<file path="src/rtl/cvae_pkg.sv">
// cvae_pkg: constants and writeback state enum shared by the CVAE core, state_writeback and benches.
package cvae_pkg;
    localparam int STATE_WORDS = 13;
    localparam int MAX_STEPS   = 59;
    localparam int BASE_ADDR   = 13;
    localparam int WORD_W      = 4;
    localparam int STEP_W      = 6;
    typedef enum logic [1:0] {IDLE, INIT, RUN, DONE} wb_state_t;
endpackage

</file>
<file path="src/rtl/wb_addr_gen.sv">
// wb_addr_gen: word/step counters, state SRAM address and wrap/terminal-count flags.
module wb_addr_gen
    import cvae_pkg::*;
#(
    parameter int ADDR_WIDTH = 16
) (
    input  logic                  clk,
    input  logic                  rst,
    input  logic                  clr,
    input  logic                  adv,
    input  logic                  init,
    output logic [ADDR_WIDTH-1:0] addr,
    output logic [STEP_W-1:0]     step,
    output logic                  word_last,
    output logic                  step_last
);
    logic [WORD_W-1:0] word;

    assign word_last = word == WORD_W'(STATE_WORDS - 1);
    assign step_last = step == STEP_W'(MAX_STEPS - 1);
    // The initial-state burst uses the word counter alone to cover addresses 0..12.
    assign addr = init ? ADDR_WIDTH'(word)
                       : ADDR_WIDTH'(BASE_ADDR) + ADDR_WIDTH'(step) * ADDR_WIDTH'(STATE_WORDS) + ADDR_WIDTH'(word);

    always_ff @(posedge clk) begin
        if (rst || clr) begin
            word <= '0;
            step <= '0;
        end else if (adv) begin
            word <= word_last ? '0 : word + WORD_W'(1);
            if (word_last && !init) step <= step + STEP_W'(1);
        end
    end
endmodule

</file>
<file path="src/rtl/state_writeback.sv">
// state_writeback: packs per-step CVAE state words into the state SRAM and tracks sequence length.
// Define STATE_WB_INIT_EN to write a 13-word initial-state burst from init_data after each start.
module state_writeback
    import cvae_pkg::*;
#(
    parameter int DATA_WIDTH = 32,
    parameter int ADDR_WIDTH = 16
) (
    input  logic                  clk,
    input  logic                  rst,
    input  logic                  start,
    input  logic [DATA_WIDTH-1:0] init_data,
    input  logic                  in_valid,
    output logic                  in_ready,
    input  logic [DATA_WIDTH-1:0] in_data,
    input  logic                  in_last_step,
    output logic                  sram_state_wea,
    output logic [ADDR_WIDTH-1:0] sram_state_addr,
    output logic [DATA_WIDTH-1:0] sram_state_wdata,
    output logic [STEP_W-1:0]     seq_lens,
    output logic                  finish
);
    wb_state_t state_q, state_d;
    logic acc, init_wr, word_last, step_last;
    logic [ADDR_WIDTH-1:0] addr;

`ifdef STATE_WB_INIT_EN
    localparam wb_state_t START_ST = INIT;
    assign init_wr = state_q == INIT && !start;
`else
    localparam wb_state_t START_ST = RUN;
    assign init_wr = 1'b0;
`endif

    assign in_ready = state_q == RUN;
    assign acc      = in_valid && in_ready && !start;
    assign finish   = state_q == DONE;

    wb_addr_gen #(.ADDR_WIDTH(ADDR_WIDTH)) u_addr_gen (
        .clk       (clk),
        .rst       (rst),
        .clr       (start),
        .adv       (acc || init_wr),
        .init      (state_q == INIT),
        .addr      (addr),
        .step      (seq_lens),
        .word_last (word_last),
        .step_last (step_last)
    );

    always_comb begin
        state_d = state_q;
        if (start) state_d = START_ST;
        else if (state_q == INIT && word_last) state_d = RUN;
        else if (acc && word_last && (in_last_step || step_last)) state_d = DONE;
    end

    always_ff @(posedge clk) begin
        if (rst) begin
            state_q          <= IDLE;
            sram_state_wea   <= 1'b0;
            sram_state_addr  <= '0;
            sram_state_wdata <= '0;
        end else begin
            state_q        <= state_d;
            sram_state_wea <= acc || init_wr;
            if (acc || init_wr) begin
                sram_state_addr  <= addr;
                sram_state_wdata <= init_wr ? init_data : in_data;
            end
        end
    end
endmodule
</file>
<file path="config.mk">
export PLATFORM = sky130hd
export DESIGN_NAME = state_writeback
export DESIGN_NICKNAME = d
export VERILOG_FILES = /design/src/rtl/cvae_pkg.sv /design/src/rtl/wb_addr_gen.sv /design/src/rtl/state_writeback.sv
export SDC_FILE = /design/constraint.sdc
export NUM_CORES = 1
export LEC_CHECK = 0
export ABC_AREA = 1
export BUFFER_PORTS_ARGS = -buffer_cell sky130_fd_sc_hd__buf_4
export CAP_MARGIN = 20
export CORE_ASPECT_RATIO = 1.4
export CORE_MARGIN = 2
export CORE_UTILIZATION = 35
export CTS_BUF_LIST = sky130_fd_sc_hd__clkbuf_8
export DETAILED_ROUTE_END_ITERATION = 16
export PLACE_DENSITY = 0.61
export SYNTH_ARGS = -nofsm -noshare
export SYNTH_HDL_FRONTEND = slang
export SYNTH_SLANG_ARGS = --single-unit
</file>
<file path="constraint.sdc">
create_clock -name clk -period 3.3 [get_ports clk]
set_input_delay 0.66 -clock clk [delete_from_list [all_inputs] [get_ports clk]]
set_output_delay 0.66 -clock clk [all_outputs]
set_load 0.005 [all_outputs]
</file>
==> results.txt <==
slowest stage cell, crit path - fa_1
Final ANT Viol Nets - 0
DR WL/cell - 11.5 um
crit-path max FO - 6
clock-pin slew on the worst setup and hold paths - 60 ps
routability cong. - 0.794
number of max-cap violations - 0
worst hold start - sram_state_addr[9]
R2R Setup Slk - 280 ps
CP Class - flip-flop to flip-flop
Setup violations, final - 0
Area contributors post-synth - dfxtp_1 35%, ha_1 12%, nor2_1 10%
largest net degree at the start of global routing - 42
diodes inserted - 0
status - finished clean
Die H - 118 um
WHS Endpoint - sram_state_addr[9]
hold path cells - 2
Area Growth Syn to Fin - 29.7%
Port Buffers - 89
router iterations before antenna repair - 4
worst r2r path cells - 19
Rows - 41
Startpoint Class - flip-flop
Worst VDD drop - 0.000217 V
R2R Path Start - u_addr_gen.step[2]
IO Pins - 126
Post-DP Area - 3950 sq um
Worst EP arrival - 3250 ps
Max Clk Rate - 331 MHz
Synth Warn # - 0
most frequent cells in the layout - 92 x buf_4, 86 x nor2_1, 62 x nand2_1
relative slew slack - 34.3%
initial antenna violation count - 0
initial core utilization - 35.9%
die area - 10,000 sq um
Tmin final - 3020 ps
pwr dens - 383 nW/um^2
Clock Sinks - 57
Req. time, crit path - 3530 ps
root buf cell - clkbuf_8
number of buffers and inverters on the critical path - 3
CP most frequent cell - nand2_1
fin crit share - 91.6%
vias per cell - 4.73
vias in the first global route - 2,896
DP Wirelength - 5.59 mm
Pleak - 2.03 nW
share of the synthesized area in the top cell type - 35.4%
fill count - 939
synthesized area - 3230 sq um
Die X - 85.2 um
Nets - 628
async set-reset flop share out of synthesis - 0%
sequential element share of the synthesized area - 35.4%
biggest area consumer among synthesized cells - dfxtp_1
clk_skew - 7.84 ps
layout cells sized above 1 - 26.7%
critical path's largest stage delay - 490 ps
CP Capture Type - flip-flop
Distinct cells, synth - 36
DRT iter0 DRCs - 121
Synth Area per Inst - 7.38 sq um
Max Slew Vio Count - 0
Hold/Removal Path Class - flip-flop to flip-flop
CP Cell Sequence - inv_1 -> ha_1 -> fa_1 -> inv_1 -> ha_1 -> ha_2 -> nand2_2 -> nor2_1 -> nand2_1 -> nand2_1 -> nand2_1 -> nand2_1 -> nand2_2 -> nor2_2 -> nand2_1 -> nand2_1 -> nand3_1 -> nand2_1 -> inv_1
reg2reg end - sram_state_addr[10]
CP delay by family, top - adder cells
number of CTS-inserted buffers - 9
clk buf depth - 2
Worst-Margin Slew - 984 ps
unrepaired setup endpoints after global routing - false
Cells after Synth - 437
post-route design area - 4180 sq um
WL final - 7.30 mm
first-pass GRT wire length - 12.9 mm
Setup TNS - 0 ps
number of synthesized flops with an enable pin - 0
most common cell after layout, fill and taps aside - buf_4
H-tree levels - 3
Clk Latency, worst-skew pair - 330 ps
Total GRT Usage - 15.5%
DR DRC count - 0
core box area - 8980 sq um
Main synth FF type - dfxtp_1
TritonCTS clock tree - built
Seq cells post-synth - 57
total number of vias - 3,002
Final Hold Vio Count - 0
global route total overflow - 0
[per-layer routing]
layer	track usage (%)	vias to the layer above	share of wire, %
li1	-	1564	-
met1	18.7	1334	44
met2	25.9	89	47
met3	4.00	15	7.1
met4	6.55	0	2.5
met5	0	-	0
[worst max path at each step]
stage	to	cells after the start	start
2_1_floorplan	sram_state_addr[11]	16	u_addr_gen.step[2]
3_3_place_gp	sram_state_addr[10]	19	u_addr_gen.step[2]
3_5_place_dp	sram_state_addr[10]	19	u_addr_gen.step[2]
4_1_cts	sram_state_addr[10]	19	u_addr_gen.step[2]
5_1_grt	sram_state_addr[10]	19	u_addr_gen.step[2]
6_report	sram_state_addr[10]	19	u_addr_gen.step[2]
[metrics by stage]
| stage | setup slack, ps | utilization (%) | std cells | hold slack (ps) | power [mW] |
|---|---|---|---|---|---|
| after floorplan | 430 | - | 440 | 458 | 0.806 |
| after global placement | 162 | 44.0 | 620 | 461 | 0.879 |
| after detailed placement | 164 | 44.0 | 620 | 467 | 0.881 |
| after CTS | 141 | 46.6 | 635 | 476 | 1.63 |
| after global routing | 48.8 | 46.6 | 635 | 503 | 1.68 |
| final | 279 | 46.6 | 635 | 472 | 1.60 |
[logic make-up after synthesis]
logic type	share of synthesized area, %
AOI/OAI and AO/OA	12.1
other	0.116
xor gates and xnor gates	0.814
adders and majority gates	14.3
buffers and inverters	8.96
and+or+nand+nor	28.3
DFF	35.4
[power breakdown]
part / internal, mW / leakage (nW) / total (mW) / switching (mW)
Sequential: 0.713 / 0.464 / 0.725 / 0.0125
Combinational: 0.0755 / 1.45 / 0.139 / 0.0640
Clock: 0.480 / 0.120 / 0.739 / 0.259
Total: 1.27 / 2.03 / 1.60 / 0.336
[cell type report]
class                   count  area, sq um  area share, %
flip-flops and latches     57         1140           27.3
repair buffers             92          691           16.5
well taps                 107          134           3.20
inverters                  47          176           4.22
clock inverters             3         63.8           1.53
clock buffers              12          165           3.95
multi-input cells         317         1810           43.3
[worst reg2reg max path, stage by stage (launching register included)]
cell and delay (ps):
dfxtp_2 370, inv_1 80, ha_1 300, fa_1 490
inv_1 40, ha_1 300, ha_2 390, nand2_2 70
nor2_1 90, nand2_1 100, nand2_1 100, nand2_1 50
nand2_1 80, nand2_2 80, nor2_2 100, nand2_1 60
nand2_1 50, nand3_1 60, nand2_1 90, inv_1 30
[cell usage after synthesis, drive strengths merged, types with 2 or more instances]
cell and count:
dfxtp 57, nand3 24, buf 12, clkbuf 7
nor3 5, a21oi 15, a211oi 2, ha 32
nand2 74, xor2 2, inv 46, nor2 94
fa 3, o21ai 51, a31oi 3
[state kept, by name, summed over array words and instances (netlist names)]
register          count
sram_state_wea        1
sram_state_addr      12
u_addr_gen.step       6
u_addr_gen.word       4
sram_state_wdata     32
state_q               2
[repair_timing]
| item | CTS | global route |
|---|---|---|
| endpoints found under the setup margin | 0 | 4 |
| resized for setup | 0 | 3 |
| hold buffers | 0 | 0 |
| setup buffers | 0 | 0 |
Power figures use the tool's default switching activity.
